==> config.mk <==
export PLATFORM = sky130hd
export DESIGN_NAME = hazard_fwd_ctrl
export DESIGN_NICKNAME = d
export VERILOG_FILES = /design/src/rtl/hazard_fwd_ctrl.sv
export SDC_FILE = /design/constraint.sdc
export NUM_CORES = 1
export LEC_CHECK = 0
export BUFFER_PORTS_ARGS = -buffer_cell sky130_fd_sc_hd__buf_2
export CORE_ASPECT_RATIO = 0.9
export CORE_MARGIN = 10
export CORE_UTILIZATION = 55
export CTS_CLUSTER_DIAMETER = 120
export CTS_CLUSTER_SIZE = 30
export DETAILED_ROUTE_END_ITERATION = 16
export PLACE_DENSITY = 0.92
export SYNTH_ARGS = -nofsm -noshare
export SYNTH_HDL_FRONTEND = slang
export SYNTH_SLANG_ARGS = --single-unit
==> constraint.sdc <==
create_clock -name clk -period 5.71 [get_ports clk]
set_clock_uncertainty 0.2 [all_clocks]
set_input_delay 0.2855 -clock clk [delete_from_list [all_inputs] [get_ports clk]]
set_output_delay 0.2855 -clock clk [all_outputs]
set_load 0.01 [all_outputs]
==> src/rtl/hazard_fwd_ctrl.sv <==
// Hazard and forwarding controller: tracks EX/MEM destinations, registers EX forward selects,
// raises load-use stalls and branch flushes, and freezes the pipe while the accelerator is busy.
module hazard_fwd_ctrl #(
    parameter int ACC_TIMEOUT = 256,
    parameter int CNT_W       = 9
) (
    input  logic       clk,
    input  logic       rst,
    input  logic [4:0] rs1_id,
    input  logic [4:0] rs2_id,
    input  logic       use_rs1_id,
    input  logic       use_rs2_id,
    input  logic [4:0] rd_id,
    input  logic       reg_write_id,
    input  logic       mem_read_id,
    input  logic       pc_src_ex,
    input  logic       acc_start_ex,
    input  logic       acc_done,
    output logic [1:0] rs1_fwd_ex,
    output logic [1:0] rs2_fwd_ex,
    output logic       stall_if,
    output logic       stall_id,
    output logic       flush_id,
    output logic       bubble_ex,
    output logic       stall_pipe,
    output logic       acc_busy,
    output logic       acc_err
);

    typedef enum logic {
        ST_IDLE = 1'b0,
        ST_BUSY = 1'b1
    } acc_state_t;

    localparam logic [CNT_W-1:0] CNT_LAST = CNT_W'(ACC_TIMEOUT - 1);

    // Destination tracking for the instructions currently in EX and MEM
    logic [4:0] ex_rd_reg, ex_rd_next;
    logic       ex_wr_reg, ex_wr_next;
    logic       ex_ld_reg, ex_ld_next;
    logic [4:0] mem_rd_reg;
    logic       mem_wr_reg;

    // Packed {rs1, rs2} forward selects, rs1 in the upper slice
    logic [3:0] fwd_reg, fwd_next;
    logic [3:0] fwd_calc;
    logic [1:0] load_use_src;

    logic [4:0] src_rs  [2];
    logic       src_use [2];

    acc_state_t       state_reg, state_next;
    logic [CNT_W-1:0] cnt_reg, cnt_next;
    logic             timeout;

    logic busy;
    logic load_use;
    logic bubble_int;

    assign src_rs[0]  = rs2_id;
    assign src_rs[1]  = rs1_id;
    assign src_use[0] = use_rs2_id;
    assign src_use[1] = use_rs1_id;

    generate
        for (genvar gi = 0; gi < 2; gi++) begin : g_src
            logic src_live;
            logic ex_hit;
            logic mem_hit;

            assign src_live = src_use[gi] && (src_rs[gi] != 5'd0);
            assign ex_hit   = src_live && ex_wr_reg && (ex_rd_reg == src_rs[gi]);
            assign mem_hit  = src_live && mem_wr_reg && (mem_rd_reg == src_rs[gi]);

            // The younger producer in EX wins over the one in MEM
            assign fwd_calc[2*gi +: 2] = ex_hit  ? 2'b01 :
                                         mem_hit ? 2'b10 : 2'b00;

            assign load_use_src[gi] = src_live && ex_ld_reg && (ex_rd_reg == src_rs[gi]);
        end
    endgenerate

    assign busy       = (state_reg == ST_BUSY);
    assign load_use   = |load_use_src;
    // A taken branch already bubbles EX, so a pending load-use stall is pointless that cycle
    assign bubble_int = !busy && (pc_src_ex || load_use);

    always_comb begin
        ex_rd_next = rd_id;
        ex_wr_next = reg_write_id;
        ex_ld_next = mem_read_id;
        fwd_next   = fwd_calc;
        if (bubble_int) begin
            ex_rd_next = 5'd0;
            ex_wr_next = 1'b0;
            ex_ld_next = 1'b0;
            fwd_next   = 4'b0000;
        end
    end

    always_ff @(posedge clk) begin
        if (rst) begin
            ex_rd_reg  <= 5'd0;
            ex_wr_reg  <= 1'b0;
            ex_ld_reg  <= 1'b0;
            mem_rd_reg <= 5'd0;
            mem_wr_reg <= 1'b0;
            fwd_reg    <= 4'b0000;
        end else if (!busy) begin
            ex_rd_reg  <= ex_rd_next;
            ex_wr_reg  <= ex_wr_next;
            ex_ld_reg  <= ex_ld_next;
            mem_rd_reg <= ex_rd_reg;
            mem_wr_reg <= ex_wr_reg;
            fwd_reg    <= fwd_next;
        end
    end

    always_ff @(posedge clk) begin
        if (rst) begin
            state_reg <= ST_IDLE;
            cnt_reg   <= '0;
        end else begin
            state_reg <= state_next;
            cnt_reg   <= cnt_next;
        end
    end

    // Completion takes precedence over a timeout landing on the same cycle
    always_comb begin
        state_next = state_reg;
        cnt_next   = cnt_reg;
        timeout    = 1'b0;
        case (state_reg)
            ST_IDLE: begin
                cnt_next = '0;
                if (acc_start_ex) begin
                    state_next = ST_BUSY;
                end
            end
            ST_BUSY: begin
                cnt_next = cnt_reg + 1'b1;
                if (acc_done) begin
                    state_next = ST_IDLE;
                    cnt_next   = '0;
                end else if (cnt_reg == CNT_LAST) begin
                    state_next = ST_IDLE;
                    cnt_next   = '0;
                    timeout    = 1'b1;
                end
            end
            default: begin
                state_next = ST_IDLE;
                cnt_next   = '0;
            end
        endcase
    end

    assign rs1_fwd_ex = fwd_reg[3:2];
    assign rs2_fwd_ex = fwd_reg[1:0];

    assign stall_if   = !rst && (busy || (load_use && !pc_src_ex));
    assign stall_id   = !rst && (busy || (load_use && !pc_src_ex));
    assign flush_id   = !rst && !busy && pc_src_ex;
    assign bubble_ex  = !rst && bubble_int;
    assign stall_pipe = !rst && busy;
    assign acc_busy   = !rst && busy;
    assign acc_err    = !rst && timeout;

endmodule

======== Word-level counts from Yosys, hierarchy flattened ========
Index checks and enable logic that the tools add are counted.
cells by class
  bitwise operators ....................... 1
  $add $sub $neg .......................... 1
  multiplexer cells ....................... 18
  eq/ne operators ......................... 5
  reduce and logical (&&, ||, !) cells .... 30
operators with widths
  kind                                                 number
  logical AND 1 bit                                    22
  equality test 5 bit                                  4
  2-to-1 mux 9 bit                                     2
  one-hot mux 9 bit (2 select lines)                   1
  nonzero test 5 bit                                   2
  adder 9 x 1 -> 9 bit, second input constant          1
  equality test 9 x 8 -> 1 bit, second input constant  1
  2-to-1 mux 1 bit                                     8
  2-to-1 mux 2 bit                                     4
  2-to-1 mux 5 bit                                     1
  2-to-1 mux 4 bit                                     1
  zero test 1 bit                                      3
  logical OR 1 bit                                     2
  one-hot mux 1 bit (2 select lines)                   1
  OR reduction 2 bit                                   1
  NOT 1 bit                                            1
word-level totals
  word-level logic and storage cells ...... 63
  bits in registers ....................... 27
  input port bits ......................... 24

======== Depth between registers and ports, before layout ========
Gate-level depths: netlist of run 1.
  depth in word-level cells ............... 8
  depth in mapped cells ................... 7

======== Least setup slack after synthesis of run 1 ========
OpenSTA, ideal clock, no wires.
  kind .................................... input -> output
  from .................................... input port rs1_id[1]
  to ...................................... output port stall_if
  slack ................................... 3.536 ns
  stages on the path ...................... 6
  path buffers ............................ 1
  arrival ................................. 1.688 ns
  path through ............................ or4_1 o21ai_2 and4b_4 o21a_1 a21o_1 buf_4
on the way
  longest elaborated chain between the ends .. 8
ends and longest elaborated chain
  what                  line  text
  start: declaration    9     input logic [4:0] rs1_id,
  nonzero test 5 bit    71    assign src_live = src_use[gi] && (src_rs[gi] != 5'd0);
  logical AND 1 bit     71
  logical AND 1 bit     79    assign load_use_src[gi] = src_live && ex_ld_reg && (ex_rd_reg == src_rs[gi]);
  logical AND 1 bit *   79
  OR reduction 2 bit *  84    assign load_use = |load_use_src;
  logical AND 1 bit *   -
  logical OR 1 bit *    -
  logical AND 1 bit *   -
  end: declaration      21    output logic stall_if,
Every way passes the cells marked *; elsewhere a longest branch is shown, timed or not.

======== Worst setup path in the final report of run 1 ========
  from .................................... register state_reg (netlist: busy)
  to ...................................... output port stall_if
on the way
  longest elaborated chain between the ends .. 2
ends and longest elaborated chain
  what                      line  text
  start: declaration        52    acc_state_t state_reg, state_next;
  start signal: assignment  124   state_reg <= state_next;
  logical OR 1 bit          162   assign stall_if = !rst && (busy || (load_use && !pc_src_ex));
  logical AND 1 bit         162
No other way between the ends.

==> reports/qor.csv, run 1 <==
stage,metric,value,unit
synth,Synthesized Nets,166,
finish,"Core Util, Final",71.8,%
grt,total gr overflow,0,
die,Core Box Area,2240,um2
detailed_routing,routed len/inst,16.3,um
die,Die H,66.7,um
setup_path,reg2reg start,busy,
power,"Power, Total",0.342,mW
synth,post-synthesis simple-gate area fraction,20.4,%
cts,Clock transition at path regs,160,ps
grt,antenna violations before repair,0,
die,overall die area,4800,um2
grt,pin count of the biggest net entering global routing,17,
worst_hold_path,Worst Hold Launch,rd_id[2],
cts,post-cts resize count,0,
cts,total clock sinks,27,
placement,I/O Buffers,34,
detailed_routing,DRT antenna net count,0,
die,Ports,35,
finish,diode count,0,
grt,first-pass GRT wire length,5630,um
synth,Mapped Area,1330,um2
status,outcome,finished clean,
finish,# fillers,157,
detailed_routing,First-pass DRT Iterations,4,
synth,Synth Warn #,0,
power,PD cells,212,nW/um2
sta,period utilization,44.5,%
cts,Root Buffer,clkbuf_4,
grt,number of global-route vias before repair,1253,
finish,layout cell share with drive strength beyond 1,25.0,%
setup_path,Worst Path Arrival,2060,ps
placement,RePlAce Congestion,0.860,
synth,Synth Register Bits,27,
finish,number of flip-flops in the largest register,9,
synth,Syn Inst Count,140,
cts,CTS Buf Count,3,
cts,CTS tree,done,
setup_path,critical path required time,5220,ps
setup_path,R2R Setup Slk,3490,ps
synth,Synth cell types,36,
cts,post-CTS setup buffer count,0,
synth,largest family of logic cells by synthesized area,simple AND/OR/NAND/NOR gates,
sta,final hold vios,0,
detailed_routing,routed vias,1179,
detailed_routing,routed wire length,3370,um
setup_path,CP max FO,9,
sta,Final setup viols,0,
die,# rows,16,
synth,post-synthesis mux area share,4.50,%
sta,relative slew slack,57.5,%
sta,RSZ-0062 raised after global routing,false,
die,initial core utilization,59.5,%
worst_hold_path,hold endpoint,ex_rd_reg[2],
setup_path,Reg2Reg Depth,3,
setup_path,CP Launch Type,flop,
finish,Final Net Count,207,
setup_path,worst flop-to-flop path endpoint,cnt_reg[6],
sta,PnR worst setup slack,3170,ps
grt,All-Layer GR Usage,14.3,%
cts,Worst-Skew Late Latency,340,ps
synth,Mean Syn Cell Area,9.53,um2
setup_path,Setup crit end kind,output pin,
sta,setup TNS,0,ps
finish,synthesis-to-finish area growth,20.7,%
cts,CTS max path bufs,2,
synth,Post-Synth XOR/XNOR Area,16.4,%
sta,Final min period,2540,ps
worst_hold_path,hold crit path type,primary input to flop,
sta,Max Freq,0.393,GHz
detailed_routing,initial drt markers,73,
sta,Least-Margin Pin Slew,634,ps
synth,Synth Area in Adders,1.88,%
setup_path,crit path kind,flop to output pin,
placement,HPWL after detailed placement,2570,um
detailed_routing,number of remaining DRC errors,0,
detailed_routing,Vias per Instance,5.70,
die,die width,71.9,um
power,cell leakage power,0.670,nW
placement,DP Worst Slack,3370,ps
cts,H-Tree Depth,1,
synth,Synth Flop Type,dfxtp_1,
worst_hold_path,Min-Delay Path Depth,2,
run,Max Cap Viol,0,
power,maximum VDD drop,0.000224,V
synth,Post-synth ARST share,0,%
sta,"Slew Viols, Final",0,
synth,area fraction in compound gates after synthesis,13.1,%
synth,register area share after synthesis,40.5,%
synth,number of synthesized flops with an enable pin,0,
## cells in the final DEF, fill, tap and decap left out, drive strengths merged, types with 2 or more instances in the layout
master	instances
o21ai	4
xor2	10
inv	2
mux2i	6
clkbuf	3
and3b	2
ha	2
xnor2	15
nand3	3
nand2	6
buf	35
and3	3
a22o	2
and2	2
nand4	5
nor2	22
a32o	7
nor3	2
o21a	2
dlygate4sd3	7
or4	2
dfxtp	27
o211ai	2
## kinds of logic (layout without fill, tap and decap cells)
kind of cell | Yosys count | count (layout)
AO/OA/AOI/OAI | 20 | 20
XOR/XNOR | 25 | 25
adder cells (fa/ha/maj) | 2 | 2
buffers and inverters | 8 | 48
flip-flops | 27 | 27
multiplexers | 6 | 6
AND/OR/NAND/NOR | 52 | 52
## power by group
group          total, mW  leakage (nW)  switching [mW]  internal, mW
Combinational     0.0509         0.437          0.0243        0.0266
Clock             0.0887        0.0139          0.0618        0.0269
Sequential         0.202         0.219         0.00842         0.193
Total              0.342         0.670          0.0946         0.247
## per-stage QoR
stage          area [um2]  hold WS (ps)  instances
2_1_floorplan        1330           192        140
3_3_place_gp         1510           225        196
3_5_place_dp         1510           251        196
4_1_cts              1610          5.02        207
5_1_grt              1610          6.82        207
6_report             1610          5.79        207
## cells in the mapped netlist (all sizes together), types with 3 or more instances
cell   instances  area, um2
dfxtp         27        541
nor2          22       82.6
xnor2         15        131
xor2          10       87.6
a32o           7       70.1
mux2i          6       60.1
nand2          6       22.5
nand4          5       31.3
buf            4       27.5
o21ai          4       35.0
and3           3       18.8
nand3          3       15.0
## worst max path at each step
| stage | start | end | slack, ps |
|---|---|---|---|
| 6_report | busy | stall_if | 3170 |
| 4_1_cts | busy | stall_if | 3190 |
| 2_1_floorplan | rs1_id[1] | stall_if | 3540 |
| 5_1_grt | busy | stall_id | 3030 |
| 3_5_place_dp | rs1_id[1] | stall_if | 3370 |
| 3_3_place_gp | rs1_id[1] | stall_id | 3420 |
## repair_timing
action	in CTS	in global routing
endpoints found under the setup margin	0	0
endpoints found under the hold margin	7	0
hold buffers	7	0
## per-layer routing
metal | vias to the layer above | GRT usage [%] | wire length, um
li1 | 577 | - | -
met3 | 12 | 4.00 | 241
met1 | 548 | 16.8 | 1420
met5 | - | 0 | 0
met4 | 0 | 6.52 | 95
met2 | 42 | 23.7 | 1610
## critical path, cell delays in order, from the launching register on
cell     delay (ps)
dfxtp_1         670
nor2b_1         540
buf_4           270
a21o_1          110
buf_2           130
## cell type report
type,instances,area [um2],area share [%]
tap,27,33.8,2.10
inverter,2,7.51,0.466
multi-input combinational,105,751,46.6
timing repair buffer,42,248,15.4
clock buffer,3,22.5,1.40
sequential,27,541,33.6
clock inverter,1,7.51,0.466
Power figures use the tool's default switching activity.
==> inputs of run 2 (changes only) <==
CORE_UTILIZATION = 51   (was 55)
PLACE_DENSITY = 0.87   (was 0.92)
clock period = 2.6 ns   (was 5.71 ns; I/O delays follow)
==> run 2 against run 1 <==
Wire length rose by 3.6%. Hold slack improved by 20 ps. Critical path depth rose by 2. Largest power group unchanged.
==> reports/qor.csv, run 2 (synthesis gave the netlist of run 1 again) <==
stage,metric,value,unit,change
sta,"Slew Viols, Final",0,,unchanged
setup_path,reg2reg start,cnt_reg[0],,
cts,CTS Buf Count,3,,unchanged
sta,final hold vios,0,,unchanged
power,Sw Share,25.9,%,-1.8 points
cts,post-CTS setup buffer count,0,,unchanged
grt,total gr overflow,0,,unchanged
power,maximum VDD drop,0.000393,V,+76%
detailed_routing,routed wire length,3490,um,+3.6%
sta,RSZ-0062 raised after global routing,false,,
worst_hold_path,hold endpoint,cnt_reg[8],,
setup_path,CP Launch Type,flop,,
status,outcome,finished clean,,
sta,Final min period,2240,ps,
power,clock network power share,24.1,%,-1.9 points
cts,post-cts resize count,0,,unchanged
cts,Worst-Skew Late Latency,320,ps,-20 ps
die,Core Box Area,2470,um2,+10%
die,Ports,35,,unchanged
detailed_routing,DRT met1 WL,1480,um,+3.9%
worst_hold_path,Min-Delay Path Depth,3,,+1
run,Max Cap Viol,0,,unchanged
die,# rows,17,,+1
cts,H-Tree Depth,1,,unchanged
power,Comb pwr share,15.8,%,+0.9 points
worst_hold_path,Worst Hold Launch,acc_done,,
finish,diode count,0,,unchanged
sta,setup TNS,0,ps,unchanged
setup_path,slowest CP cell,dfxtp_1,,
sta,Max Freq,0.447,GHz,
detailed_routing,DRT antenna net count,0,,unchanged
detailed_routing,Vias per Instance,5.71,,+0.18%
die,die width,73.9,um,+2.8%
grt,number of global-route vias before repair,1239,,-1.1%
finish,"commonest non-fill, non-tap cell in the layout",buf_2,,
setup_path,Worst path max stage delay,390,ps,-280 ps
cts,Root Buffer,clkbuf_4,,
placement,dpl cell area,1510,um2,about the same
grt,antenna violations before repair,0,,unchanged
finish,final instance area,1640,um2,+1.7%
grt,pin count of the biggest net entering global routing,16,,-1
finish,Final Net Count,210,,+1.4%
sta,period utilization,86.0,%,
grt,All-Layer GR Usage,14.3,%,+0.017 points
detailed_routing,routed vias,1204,,+2.1%
power,"Power, Total",0.737,mW,+120%
setup_path,critical path required time,2270,ps,-2950 ps
cts,CTS tree,done,,
die,Die H,68.5,um,+2.7%
finish,number of flip-flops in the largest register,9,,unchanged
power,cell leakage power,0.684,nW,+2.0%
setup_path,Worst Path Arrival,1910,ps,-150 ps
power,PD cells,450,nW/um2,+110%
cts,Clock transition at path regs,150,ps,about the same
finish,final std cells w/o fill,211,,+1.9%
die,initial core utilization,54.1,%,-5.4 points
setup_path,CP max FO,4,,-5
placement,RePlAce Congestion,0.818,,-4.9%
power,Internal,0.546,mW,+120%
setup_path,Setup crit end kind,output pin,,
cts,CTS max path bufs,2,,unchanged
die,overall die area,5060,um2,+5.5%
sta,Least-Margin Pin Slew,694,ps,+60.2 ps
finish,layout cell share with drive strength beyond 1,24.0,%,-0.96 points
detailed_routing,Top Metal Used,met4,,
detailed_routing,initial drt markers,56,,-23%
detailed_routing,metal2 WL,1700,um,+6.0%
grt,first-pass GRT wire length,5830,um,+3.6%
placement,HPWL after detailed placement,2600,um,+0.82%
sta,relative slew slack,53.5,%,-4.0 points
detailed_routing,number of remaining DRC errors,0,,unchanged
setup_path,critical path cell sequence,"xnor2_1, o211ai_1, nor2_1, o21a_1, a21o_1, buf_2",,
placement,Inst Count DP,197,,+0.51%
detailed_routing,Met3 Wirelength,266,um,+10%
worst_hold_path,hold crit path type,primary input to flop,,
setup_path,crit path kind,flop to output pin,,
setup_path,R2R Setup Slk,600,ps,-2890 ps
power,sequential share of power,60.1,%,+1.0 points
power,P_sw,0.191,mW,+100%
detailed_routing,First-pass DRT Iterations,4,,unchanged
finish,"commonest non-fill, non-tap cells in the layout","34 x buf_2, 27 x dfxtp_1, 22 x nor2_1",,
detailed_routing,routed len/inst,16.5,um,+1.7%
setup_path,worst flop-to-flop path endpoint,cnt_reg[3],,
sta,Final setup viols,0,,unchanged
placement,I/O Buffers,34,,unchanged
cts,total clock sinks,27,,unchanged
finish,synthesis-to-finish area growth,22.8,%,
setup_path,Reg2Reg Depth,6,,+3
==> run 2: layout make-up <==
type                            instances  area [um2]
Sequential cell                        27         541
Clock buffer                            4        26.3
Timing Repair Buffer                   45         278
Fill cell                             186         830
Inverter                                2        7.51
Tap cell                               28        35.0
Multi-Input combinational cell        105         751
==> run 2: metrics by stage <==
step / utilization, % / hold WS, ps / worst slack [ps]
global route: 66.4 / 32.9 / 199
global placement: 61.3 / 129 / 619
CTS: 66.4 / 18.4 / 380
finish: 66.4 / 25.4 / 363
detailed placement: 61.3 / 131 / 593
floorplan: - / 36.9 / 737
==> run 2: worst max path at each step <==
stage	from	end	slack [ps]	cells past startpoint
after global placement	rs1_id[1]	stall_id	620	7
after floorplan	rs1_id[1]	stall_if	740	6
after detailed placement	rs1_id[1]	bubble_ex	590	7
after CTS	ex_rd_reg[0]	stall_if	380	6
after global routing	ex_rd_reg[1]	stall_if	200	6
final	ex_rd_reg[1]	stall_if	360	6
==> run 2: routing by layer <==
metal,vias up,global-route usage (%)
met5,-,0
met4,0,4.65
met3,4,2.14
met2,56,25.1
met1,566,17.6
li1,578,-
==> run 2: repair_timing <==
action,in CTS,in global routing
endpoints found under the setup margin,0,0
hold buffers,10,0
hold endpoints to repair,15,0
==> run 2: power by group through the flow <==
stage	registers [mW]	clock network, mW	logic (mW)
after floorplan	0.443	0	0.0696
after global placement	0.451	0	0.0976
after detailed placement	0.451	0	0.102
after CTS	0.442	0.182	0.114
after global routing	0.445	0.197	0.126
final	0.443	0.178	0.116
==> run 2: critical path, delay by kind of cell, from the launching register on <==
family	cells	cell delay (ps)
AO/OA/AOI/OAI	3	500
flip-flops	1	390
AND/OR/NAND/NOR	1	330
XOR/XNOR	1	240
buffers and inverters	1	120
==> inputs of run 3 (changes only) <==
PLACE_DENSITY = 0.85   (was 0.87)
==> run 3 against run 2 <==
Clock-buffer cell count shrank 1. Maximum frequency shrank 1.8%. Sequential power is essentially flat. Global-route usage grew 0.43 points. Wire length grew 1.5%. Non-clock buffer count grew 1. Critical path depth is the same. Hold slack gained 9.0 ps. Register-to-register slack lost 20 ps. Largest cell class unchanged. Highest routed layer unchanged.
==> reports/qor.csv, run 3 (synthesis gave the netlist of run 1 again) <==
stage,metric,value,unit,change
sta,RSZ-0062 raised after global routing,false,,
grt,number of global-route vias before repair,1261,,+1.8%
detailed_routing,number of remaining DRC errors,0,,unchanged
setup_path,critical path cell sequence,"xnor2_1, nand4_1, nor2_1, o21a_1, a21o_1, buf_2",,
power,cell leakage power,0.687,nW,+0.46%
cts,CTS max path bufs,2,,unchanged
finish,diode count,0,,unchanged
placement,RePlAce Congestion,0.858,,+4.8%
cts,Clock transition at path regs,150,ps,about the same
setup_path,reg2reg start,cnt_reg[0],,
status,outcome,finished clean,,
sta,"Slew Viols, Final",0,,unchanged
detailed_routing,routed wire length,3550,um,+1.5%
detailed_routing,Vias per Instance,5.68,,-0.39%
finish,layout cell share with drive strength beyond 1,24.5,%,+0.41 points
grt,antenna violations before repair,0,,unchanged
sta,Hold WS,34.5,ps,+9.03 ps
sta,relative slew slack,53.6,%,+0.090 points
finish,final instance area,1650,um2,+0.84%
detailed_routing,routed vias,1205,,+0.083%
cts,total clock sinks,27,,unchanged
finish,number of flip-flops in the largest register,9,,unchanged
grt,All-Layer GR Usage,14.7,%,+0.43 points
power,maximum VDD drop,0.000363,V,-7.8%
run,Max Cap Viol,0,,unchanged
cts,Root Buffer,clkbuf_4,,
setup_path,CP max FO,4,,unchanged
cts,CTS Buf Count,3,,unchanged
setup_path,Reg2Reg Depth,6,,unchanged
sta,Final setup viols,0,,unchanged
placement,DP Worst Slack,566,ps,-27.0 ps
finish,Final Net Count,211,,+0.48%
cts,post-cts resize count,0,,unchanged
sta,Least-Margin Pin Slew,693,ps,-1.35 ps
worst_hold_path,Min-Delay Path Depth,4,,+1
sta,Final min period,2280,ps,+39.9 ps
setup_path,worst flop-to-flop path endpoint,cnt_reg[4],,
sta,period utilization,87.6,%,+1.5 points
detailed_routing,routed len/inst,16.7,um,+1.1%
grt,total gr overflow,0,,unchanged
sta,setup TNS,0,ps,unchanged
grt,pin count of the biggest net entering global routing,17,,+1
power,PD cells,451,nW/um2,+0.32%
cts,Worst-Skew Late Latency,330,ps,about the same
cts,CTS tree,done,,
sta,PnR worst setup slack,324,ps,-39.9 ps
setup_path,R2R Setup Slk,580,ps,-20 ps
setup_path,CP Launch Type,flop,,
worst_hold_path,Worst Hold Launch,pc_src_ex,,
cts,post-CTS setup buffer count,0,,unchanged
finish,"commonest non-fill, non-tap cells in the layout","34 x buf_2, 27 x dfxtp_1, 22 x nor2_1",,
grt,first-pass GRT wire length,5910,um,+1.3%
finish,final std cells w/o fill,212,,+0.47%
setup_path,Worst path max stage delay,390,ps,about the same
die,Core Box Area,2470,um2,unchanged
detailed_routing,initial drt markers,100,,+79%
setup_path,Worst Path Arrival,1950,ps,+40 ps
die,initial core utilization,54.1,%,unchanged
placement,Inst Count DP,197,,unchanged
die,# rows,17,,unchanged
placement,I/O Buffers,34,,unchanged
detailed_routing,First-pass DRT Iterations,4,,unchanged
placement,HPWL after detailed placement,2680,um,+3.4%
worst_hold_path,hold endpoint,fwd_reg[3],,
cts,H-Tree Depth,1,,unchanged
setup_path,crit path launch,ex_rd_reg[0],,
die,overall die area,5060,um2,unchanged
placement,dpl cell area,1510,um2,unchanged
sta,Max Freq,0.439,GHz,-1.8%
setup_path,crit path kind,flop to output pin,,
die,die width,73.9,um,unchanged
finish,multi-input logic area,751,um2,unchanged
worst_hold_path,hold crit path type,primary input to flop,,
setup_path,Setup crit end kind,output pin,,
sta,final hold vios,0,,unchanged
finish,synthesis-to-finish area growth,23.8,%,
setup_path,critical path required time,2270,ps,about the same
detailed_routing,DRT antenna net count,0,,unchanged
finish,Sequential Area,541,um2,unchanged
finish,# fillers,197,,+5.9%
setup_path,slowest CP cell,dfxtp_1,,
die,Die H,68.5,um,unchanged
finish,"commonest non-fill, non-tap cell in the layout",buf_2,,
die,Ports,35,,unchanged
## run 3: cell count changes in the layout (fill, tap and decap cells not counted)
| cell | before | now |
|---|---|---|
| clkbuf_1 | 1 | 0 |
| dlygate4sd3_1 | 10 | 11 |
| clkinvlp_4 | 0 | 1 |
## run 3: cell type report
class / count / area share (%)
repair buffers: 46 / 17.4
clock buffers: 3 / 1.36
multi-input cells: 105 / 45.5
well taps: 28 / 2.12
inverters: 2 / 0.455
flip-flops and latches: 27 / 32.7
clock inverters: 1 / 0.455
## run 3: worst max path at each step
stage | end | cells past startpoint
6_report | stall_if | 6
5_1_grt | stall_if | 6
4_1_cts | stall_if | 6
3_5_place_dp | stall_if | 7
3_3_place_gp | stall_if | 7
2_1_floorplan | stall_if | 6
## run 3: what timing repair did
item,in CTS,in global routing
setup endpoints to repair,0,0
hold endpoints to repair,16,0
hold buffers,11,0
## run 3: layer usage
layer / vias up / global-route usage, % / part of all wire [%]
met1: 560 / 17.3 / 40
met2: 56 / 25.5 / 49
met3: 6 / 4.14 / 9.1
met5: - / 0 / 0
li1: 583 / - / -
met4: 0 / 4.88 / 1.7
## run 3: metrics by stage
| stage | total power, mW | util, % |
|---|---|---|
| after CTS | 0.746 | 66.9 |
| final | 0.745 | 66.9 |
| after global routing | 0.780 | 66.9 |
| after detailed placement | 0.555 | 61.3 |
| after global placement | 0.548 | 61.3 |
| after floorplan | 0.512 | - |
## run 3: power breakdown
part | switching [mW] | internal, mW
clock network | 0.126 | 0.0589
registers | 0.0177 | 0.425
logic | 0.0555 | 0.0623
total | 0.199 | 0.546
## run 3: worst max-delay path, delay by kind of cell, from the launching register on
kind	cells	cell delay, ps
flip-flops	1	390
AO/OA/AOI/OAI	2	390
XOR/XNOR	1	270
AND/OR/NAND/NOR	2	440
buffers and inverters	1	130
